===== config.mk =====
export PLATFORM = sky130hd
export DESIGN_NAME = bit_serial_alu_flat
export DESIGN_NICKNAME = d
export VERILOG_FILES = /design/src/rtl/bit_serial_alu_if.sv /design/src/rtl/bit_serial_alu.sv /design/src/flat_wrapper.sv
export SDC_FILE = /design/constraint.sdc
export NUM_CORES = 1
export LEC_CHECK = 0
export CORE_ASPECT_RATIO = 0.9
export CORE_MARGIN = 1
export CORE_UTILIZATION = 36
export CTS_CLUSTER_DIAMETER = 100
export CTS_CLUSTER_SIZE = 8
export DETAILED_ROUTE_END_ITERATION = 8
export DONT_BUFFER_PORTS = 1
export PLACE_DENSITY = 0.57
export SYNTH_ARGS = -nofsm -noshare
export SYNTH_HDL_FRONTEND = slang
export SYNTH_SLANG_ARGS = --single-unit
export TNS_END_PERCENT = 100

===== constraint.sdc =====
create_clock -name clk -period 3.45 [get_ports clk]
set_input_delay 0.1725 -clock clk [delete_from_list [all_inputs] [get_ports clk]]
set_output_delay 0.1725 -clock clk [all_outputs]
set_load 0.02 [all_outputs]

===== src/rtl/bit_serial_alu_if.sv =====
// Request/response bundle for bit_serial_alu: a valid/ready start port with
// the operands, and a valid/ready result port with the flags.
interface bit_serial_alu_if #(
    parameter int WIDTH = 32
);
    logic             start_valid;
    logic             start_ready;
    logic [2:0]       op;
    logic [WIDTH-1:0] a;
    logic [WIDTH-1:0] b;
    logic             res_valid;
    logic             res_ready;
    logic [WIDTH-1:0] result;
    logic             carryout;
    logic             zero;
    logic             overflow;

    modport master (
        output start_valid, op, a, b, res_ready,
        input  start_ready, res_valid, result, carryout, zero, overflow
    );

    modport slave (
        input  start_valid, op, a, b, res_ready,
        output start_ready, res_valid, result, carryout, zero, overflow
    );
endinterface


===== src/rtl/bit_serial_alu.sv =====
// Bit-serial WIDTH-bit ALU: one operand bit per clock through a 1-bit slice,
// LSB first. Define BIT_SERIAL_FLAGS_EN to drive the zero/overflow flags.
module bit_serial_alu #(
    parameter int WIDTH = 32
) (
    input  logic           clk,
    input  logic           rst_n,
    bit_serial_alu_if.slave bus
);
    localparam int CW = $clog2(WIDTH);

    typedef enum logic [2:0] {
        OP_ADD  = 3'b000, OP_SUB = 3'b001, OP_XOR = 3'b010, OP_SLT = 3'b011,
        OP_AND  = 3'b100, OP_NAND = 3'b101, OP_NOR = 3'b110, OP_OR  = 3'b111
    } op_e;

    typedef enum logic [1:0] {IDLE, SHIFT, DONE} state_e;

    state_e           state_q, state_d;
    op_e              op_q;
    logic [WIDTH-1:0] a_q, b_q, res_q;
    logic [CW-1:0]    cnt_q;
    logic             carry_q, carryout_q;

    logic arith, invert_b, b_eff, sum, cout, slice_bit, last_step, ovf_bit, slt_bit;

    // The single 1-bit slice, fed from the low end of the operand shifters.
    assign arith     = (op_q == OP_ADD) || (op_q == OP_SUB) || (op_q == OP_SLT);
    assign invert_b  = (op_q == OP_SUB) || (op_q == OP_SLT);
    assign b_eff     = b_q[0] ^ invert_b;
    assign sum       = a_q[0] ^ b_eff ^ carry_q;
    assign cout      = (a_q[0] & b_eff) | (carry_q & (a_q[0] ^ b_eff));
    assign last_step = (cnt_q == CW'(WIDTH - 1));
    // On the MSB step carry_q still holds the carry into the MSB.
    assign ovf_bit   = carry_q ^ cout;
    assign slt_bit   = sum ^ ovf_bit;

    always_comb begin
        // NOTE: default first so no path through the case leaves slice_bit unassigned (no latch).
        slice_bit = sum;
        unique case (op_q)
            OP_XOR:  slice_bit = a_q[0] ^ b_q[0];
            OP_AND:  slice_bit = a_q[0] & b_q[0];
            OP_NAND: slice_bit = ~(a_q[0] & b_q[0]);
            OP_NOR:  slice_bit = ~(a_q[0] | b_q[0]);
            OP_OR:   slice_bit = a_q[0] | b_q[0];
            default: slice_bit = sum;
        endcase
    end

    always_ff @(posedge clk or negedge rst_n) begin
        // NOTE: state registers use non-blocking assignment so every flop samples pre-edge values.
        if (!rst_n) state_q <= IDLE;
        else        state_q <= state_d;
    end

    always_comb begin
        state_d         = state_q;
        bus.start_ready = 1'b0;
        bus.res_valid   = 1'b0;
        unique case (state_q)
            IDLE: begin
                bus.start_ready = 1'b1;
                if (bus.start_valid) state_d = SHIFT;
            end
            SHIFT: if (last_step) state_d = DONE;
            DONE: begin
                bus.res_valid = 1'b1;
                if (bus.res_ready) state_d = IDLE;
            end
            default: state_d = IDLE;
        endcase
    end

`ifdef BIT_SERIAL_FLAGS_EN
    logic any_one_q, zero_q, overflow_q;
`endif

    always_ff @(posedge clk or negedge rst_n) begin
        // NOTE: operand/result shifters are plain flops, so they take the async reset too.
        if (!rst_n) begin
            op_q       <= OP_ADD;
            a_q        <= '0;
            b_q        <= '0;
            res_q      <= '0;
            cnt_q      <= '0;
            carry_q    <= 1'b0;
            carryout_q <= 1'b0;
`ifdef BIT_SERIAL_FLAGS_EN
            any_one_q  <= 1'b0;
            zero_q     <= 1'b0;
            overflow_q <= 1'b0;
`endif
        end else begin
            unique case (state_q)
                IDLE: if (bus.start_valid) begin
                    a_q        <= bus.a;
                    b_q        <= bus.b;
                    op_q       <= op_e'(bus.op);
                    cnt_q      <= '0;
                    carry_q    <= (bus.op == OP_SUB) || (bus.op == OP_SLT);
                    carryout_q <= 1'b0;
`ifdef BIT_SERIAL_FLAGS_EN
                    any_one_q  <= 1'b0;
                    zero_q     <= 1'b0;
                    overflow_q <= 1'b0;
`endif
                end
                SHIFT: begin
                    a_q   <= {1'b0, a_q[WIDTH-1:1]};
                    b_q   <= {1'b0, b_q[WIDTH-1:1]};
                    cnt_q <= cnt_q + CW'(1);
                    if (arith) carry_q <= cout;
                    if (last_step && op_q == OP_SLT) res_q <= {{(WIDTH-1){1'b0}}, slt_bit};
                    else                             res_q <= {slice_bit, res_q[WIDTH-1:1]};
                    if (last_step) carryout_q <= arith ? cout : 1'b0;
`ifdef BIT_SERIAL_FLAGS_EN
                    any_one_q <= any_one_q | slice_bit;
                    if (last_step) begin
                        zero_q     <= (op_q == OP_SLT) ? ~slt_bit : ~(any_one_q | slice_bit);
                        overflow_q <= arith ? ovf_bit : 1'b0;
                    end
`endif
                end
                default: ;
            endcase
        end
    end

    assign bus.result   = res_q;
    assign bus.carryout = carryout_q;
`ifdef BIT_SERIAL_FLAGS_EN
    assign bus.zero     = zero_q;
    assign bus.overflow = overflow_q;
`else
    assign bus.zero     = 1'b0;
    assign bus.overflow = 1'b0;
`endif
endmodule


===== src/flat_wrapper.sv =====
// flat-port wrapper written by rule: the top's interface ports become plain ports
module bit_serial_alu_flat 
#(
    parameter int WIDTH = 32
)
  (clk, rst_n, bus_start_valid, bus_op, bus_a, bus_b, bus_res_ready, bus_start_ready, bus_res_valid, bus_result, bus_carryout, bus_zero, bus_overflow);
  bit_serial_alu_if #(.WIDTH(WIDTH)) bus_i ();
  input  logic clk;
  input  logic rst_n;
  input wire logic [$bits(bus_i.start_valid)-1:0] bus_start_valid;
  input wire logic [$bits(bus_i.op)-1:0] bus_op;
  input wire logic [$bits(bus_i.a)-1:0] bus_a;
  input wire logic [$bits(bus_i.b)-1:0] bus_b;
  input wire logic [$bits(bus_i.res_ready)-1:0] bus_res_ready;
  output wire logic [$bits(bus_i.start_ready)-1:0] bus_start_ready;
  output wire logic [$bits(bus_i.res_valid)-1:0] bus_res_valid;
  output wire logic [$bits(bus_i.result)-1:0] bus_result;
  output wire logic [$bits(bus_i.carryout)-1:0] bus_carryout;
  output wire logic [$bits(bus_i.zero)-1:0] bus_zero;
  output wire logic [$bits(bus_i.overflow)-1:0] bus_overflow;
  assign bus_i.start_valid = bus_start_valid;
  assign bus_i.op = bus_op;
  assign bus_i.a = bus_a;
  assign bus_i.b = bus_b;
  assign bus_i.res_ready = bus_res_ready;
  assign bus_start_ready = bus_i.start_ready;
  assign bus_res_valid = bus_i.res_valid;
  assign bus_result = bus_i.result;
  assign bus_carryout = bus_i.carryout;
  assign bus_zero = bus_i.zero;
  assign bus_overflow = bus_i.overflow;
  bit_serial_alu #(.WIDTH(WIDTH)) u_core (.clk(clk), .rst_n(rst_n), .bus(bus_i));
endmodule

# --- Yosys cells after proc, flatten, opt, wreduce, memory -nomap -nowiden ---
# Index checks and enable logic that the tools add are counted.
totals:
  wordCells: 72
  register_bits: 108
  romBits: 0
  ram_bits: 0
  latchBits: 0
  memories: 0
classes:
  bitwise: 13
  shifts: 0
  n_addsub: 1
  n_eq_ne: 16
  reduce_logical: 13
  div_mod_pow: 0
  muxes: 21
  mul: 0
  magnitude_cmp: 0
ops:
  columns: ["operator", "count"]
  rows:
  - ["$pmux 32 s2", 2]
  - ["$mux 32", 3]
  - ["$eq 3x3->1 const B", 4]
  - ["$pmux 5 s2", 1]
  - ["$eq 3x2->1 const B", 3]
  - ["$reduce_and 3->1", 3]
  - ["$mux 1", 7]
  - ["$eq 3x1->1 const B", 2]
  - ["$mux 2", 3]
  - ["$pmux 2 s3", 1]
  - ["$xor 1x1->1", 6]
  - ["$add 5x1->5 const B", 1]
  - ["$eq 5x5->1 const B", 1]
  - ["$mux 5", 1]
  - ["$pmux 1 s5", 1]
  - ["$logic_or 1x1->1", 4]
  - ["$ne 2x1->1 const B", 2]
  - ["$ne 2x2->1 const B", 2]
  - ["$pmux 1 s2", 2]
  - ["$reduce_and 2->1", 2]
  - ["$and 1x1->1", 3]
  - ["$logic_not 3->1", 1]
  - ["$eq 2x1->1 const B", 1]
  - ["$eq 2x2->1 const B", 1]
  - ["5 further kinds", 7]

# --- Depth between registers and ports, before layout ---
depth:
  depth_word: 9
  depth_mapped: 7

# --- Worst setup path before layout ---
# Ideal clock, no wire load.
synth_path:
  path_kind: "register -> register"
  startpoint: "register u_core.op_q[0]"
  endpoint: "register u_core.carryout_q, in the netlist u_core.bus.carryout"
  path_slack_ns: 1.654
  path_buffers: 0
  arrival_time_ns: 1.720
  stages_incl_launch_ff: 8
  cell_sequence: "dfrtp_1 nor2b_1 xnor2_1 inv_1 fa_1 nor4_1 o21ai_0 o21ai_1"
synth_between:
  elab_chain_len: 9
synth_lines:
  columns: ["item", "line_no", "text"]
  rows:
  - ["start, declared", "bit_serial_alu.sv:20", "op_e op_q;"]
  - ["start signal, assigned", "bit_serial_alu.sv:99", "op_q <= op_e'(bus.op);"]
  - ["$eq 3x1->1 or $eq 3x2->1 (tied branches)", "bit_serial_alu.sv:28, bit_serial_alu.sv:29", null]
  - ["$logic_or 1x1->1", "bit_serial_alu.sv:29", "assign invert_b = (op_q == OP_SUB) || (op_q == OP_SLT);"]
  - ["$xor 1x1->1", "bit_serial_alu.sv:30", "assign b_eff = b_q[0] ^ invert_b;"]
  - ["$xor 1x1->1", "bit_serial_alu.sv:32", "assign cout = (a_q[0] & b_eff) | (carry_q & (a_q[0] ^ b_eff));"]
  - ["$and 1x1->1", "bit_serial_alu.sv:32", null]
  - ["$or 1x1->1", "bit_serial_alu.sv:32", null]
  - ["$mux 1 * (2 in a row)", "bit_serial_alu.sv:116", "if (last_step) carryout_q <= arith ? cout : 1'b0;"]
  - ["$pmux 1 s2 *", "bit_serial_alu.sv:95", "unique case (state_q)"]
  - ["end signal, assigned", "bit_serial_alu.sv:116", null]
  - ["end, declared", "bit_serial_alu.sv:23", "logic carry_q, carryout_q;"]
# Every way passes the cells marked *; elsewhere a longest branch is shown, timed or not. The select of a mux whose other input is x is not followed.
# A chain may end at the register's enable or synchronous reset.

# --- Final worst setup path ---
layout_path:
  startpoint: "register u_core.cnt_q[0]"
  endpoint: "register u_core.res_q[18], in the netlist u_core.bus.result[18]"
layout_between:
  elab_chain_len: 3
layout_lines:
  columns: ["item", "line_no", "text"]
  rows:
  - ["start, declared", "bit_serial_alu.sv:22", "logic [CW-1:0] cnt_q;"]
  - ["start signal, assigned", "bit_serial_alu.sv:112", "cnt_q <= cnt_q + CW'(1);"]
  - ["$eq 5x5->1", "bit_serial_alu.sv:33", "assign last_step = (cnt_q == CW'(WIDTH - 1));"]
  - ["$logic_and 1x1->1", "bit_serial_alu.sv:114", "if (last_step && op_q == OP_SLT) res_q <= {{(WIDTH-1){1'b0}}, slt_bit};"]
  - ["$mux 32", "bit_serial_alu.sv:114", null]
  - ["end signal, assigned", "bit_serial_alu.sv:114", null]
  - ["end signal, assigned", "bit_serial_alu.sv:115", "else res_q <= {slice_bit, res_q[WIDTH-1:1]};"]
  - ["end, declared", "bit_serial_alu.sv:21", "logic [WIDTH-1:0] a_q, b_q, res_q;"]
# Every way passes these cells.

==> results.toml <==
[outcome]
status = "finished, final reports clean"

[critical_path]
cp-end-kind = "flop"
crit_top_cell = "ha_1"
critPathKind = "flop to flop"
critPathMaxFanout = 22
critPathTopFamily = "compound AO/OA/AOI/OAI gates"
slowest_stage = "a31oi_2"
start_kind = "flop"
crit_arrival_ns = 2.39
crit_chain = "ha_1 -> and3_1 -> ha_1 -> a31oi_2 -> buf_4 -> a22o_1"
cp_num_buf_inv = 1
crit_required_ns = 3.74
slowest_delay_ns = 0.44

[placed_design]
io_buffers = 0
dp_hpwl_mm = 6.22
gp_congestion = 0.692

[clock_tree]
path_clk_slew_ns = 0.07
post-cts-setup-buffers = 0
cts_resized = 0
cts_hold_buffers = 16
cts_tree = "built"
cts.sinks = 108
clock_latency_ns = 0.35
clockBufferDepth = 2
htreeDepth = 3
cts_root_buffer = "clkbuf_16"
cts_made_buffers = 9

[drt]
antenna_left = 0
drc = 0
wl_per_cell_um = 16.0
drt_iter0_markers = 113
num_vias = 3007
first_pass_iters = 4
finalWirelength_mm = 9.44
routed_via_density = 5.09

[grt]
grt_pass1_wl_mm = 15.6
first_global_vias = 3062
grt.total_usage = 0.147
grt_overflow_total = 0
antenna_found_initial = 0
grt_max_degree = 109

[yosys]
syn_inst = 420
synth.most_common_cell = "dfrtp_1"
yosys-top-cells-count = "108 x dfrtp_1, 67 x nand2_1, 65 x mux2i_1"
synthTopCellsByArea = "dfrtp_1 56%, mux2i_1 14%, a22o_1 6.2%, nand2_1 5.2%, o21ai_0 4.3%"
synth_top_area_share = 0.561
ys_ff_latch = 108
ys_types = 36
seq_area_frac_synth = 0.561
async_flop_share = 1.00
yosys_warnings = 0
postSynth.topFlopCell = "dfrtp_1"
avgSynthCellArea_um2 = 11.5
synth_area_um2 = 4820
synth_top_area_cell = "dfrtp_1"
synth-edff-count = 0

[sta]
finalCritPeriodShare = 0.608
tightest_slew_ns = 0.936
tns_ns = 0
finalCriticalPeriod_ns = 2.10
drv_slew = 0
clock.fmax_mhz = 477
final-setup-viol-count = 0
slew_headroom = 0.374
rsz0062_at_grt = "no"
finalHoldViolations = 0
skew_ns = 0.00550

[job]
cap_violations = 0

[floorplanning]
core_area_um2 = 12900
dieArea_um2 = 13800
start_util = 0.374
die_w_um = 124
fp-row-count = 39
die_h_um = 112
pin_count = 108

[final_layout]
final_core_util = 0.416
seqCellArea_um2 = 2700
nFillCells = 1257
drive_gt1_frac = 0.0656
multiInputGateArea_um2 = 1880
syn2layout_area_growth_pct = 11.3
nets = 499
antenna_cells = 0

[power_and_ir_drop]
ir_drop_mv = 0.403
total_power_w = 0.00511
p_leak_nw = 2.70
powerDensity_nw_per_um2 = 952

[worst_hold_path]
hp-class = "input port to flop"
==> placed cells by master (no fill, tap or decap), types with 2 or more instances in the layout <==
master / Yosys / routed
clkinvlp_4: 0 / 2
conb_1: 1 / 2
nor2_1: 4 / 4
mux2_2: 3 / 3
xnor2_1: 2 / 2
fa_1: 2 / 2
buf_12: 3 / 2
nor3_1: 2 / 2
nand3_1: 2 / 2
nand2b_1: 4 / 4
buf_4: 2 / 3
inv_1: 6 / 6
nor2b_1: 3 / 3
a21oi_1: 2 / 2
dlygate4sd3_1: 0 / 16
dfrtp_1: 108 / 108
nand2_1: 67 / 67
a22o_1: 34 / 34
o21ai_1: 26 / 26
ha_1: 4 / 4
o21ai_0: 41 / 41
clkbuf_16: 0 / 9
clkinv_4: 0 / 2
mux2i_1: 65 / 65
==> final cells by class <==
| cell class | count | share of cell area |
|---|---|---|
| Tap cell | 164 | 0.0383 |
| Sequential cell | 108 | 0.504 |
| Multi-Input combinational cell | 275 | 0.350 |
| Clock inverter | 7 | 0.0142 |
| Inverter | 6 | 0.00420 |
| Clock buffer | 9 | 0.0420 |
| Timing Repair Buffer | 22 | 0.0467 |
==> metal layers <==
layer  wire length (um)  track usage
met5                  0            0
met4                122       0.0452
met3                868       0.0748
met2               4250        0.222
met1               4200        0.182
==> worst reg2reg max path: cells and delay by family (launching register included) <==
kind            cells  cell delay [ns]
compound gates      2             0.61
fa+ha+maj           2             0.48
flops               1             0.41
buf+inv             1             0.34
simple gates        1             0.19
==> state kept, by name, summed over array words and instances (netlist names) <==
| register | cells |
|---|---|
| u_core.a_q | 32 |
| u_core.b_q | 32 |
| u_core.bus.carryout | 1 |
| u_core.bus.result | 32 |
| u_core.carry_q | 1 |
| u_core.cnt_q | 5 |
| u_core.op_q | 3 |
| u_core.state_q | 2 |
==> power by group <==
group          internal (W)  switching (W)
Sequential          0.00184       0.000650
Combinational      0.000776       0.000797
Clock              0.000567       0.000480
==> path summary, 6_finish.rpt <==
path                                             start                                 to  slack [ns]  cells past startpoint
hold / removal                               bus_a[19]         u_core.a_q[19]$_DFFE_PN0P_        0.01                      2
min in group asynchronous                        rst_n         u_core.b_q[24]$_DFFE_PN0P_        0.44                      2
max in group asynchronous                        rst_n         u_core.a_q[26]$_DFFE_PN0P_        2.63                      2
hold reg to reg             u_core.b_q[30]$_DFFE_PN0P_         u_core.b_q[30]$_DFFE_PN0P_        0.48                      2
setup / recovery           u_core.cnt_q[0]$_DFFE_PN0P_  u_core.bus.result[18]$_DFFE_PN0P_        1.35                      6
setup reg to reg           u_core.cnt_q[0]$_DFFE_PN0P_  u_core.bus.result[18]$_DFFE_PN0P_        1.35                      6
==> metrics by stage <==
stage          cell area, um2  hold slack (ns)  setup WS [ns]  cells
5_1_grt                  5360          0.00308           1.17    591
3_3_place_gp             4870           -0.118           1.45    558
6_report                 5360           0.0108           1.35    591
4_1_cts                  5350         0.000368           1.34    590
3_5_place_dp             4870           -0.118           1.36    558
2_1_floorplan            4820           -0.123           1.65    421
==> cell families (layout without fill, tap and decap cells) <==
logic type | Yosys count | after routing | share of synthesized area
compound gates | 109 | 109 | 0.143
xor+xnor | 3 | 3 | 0.00546
fa+ha+maj | 6 | 6 | 0.0187
buf+inv | 38 | 44 | 0.0532
flops | 108 | 108 | 0.561
mux | 68 | 68 | 0.142
other cells | 1 | 2 | 0.000778
simple gates | 87 | 87 | 0.0753
Note: power is estimated with default switching activity, not from simulation.
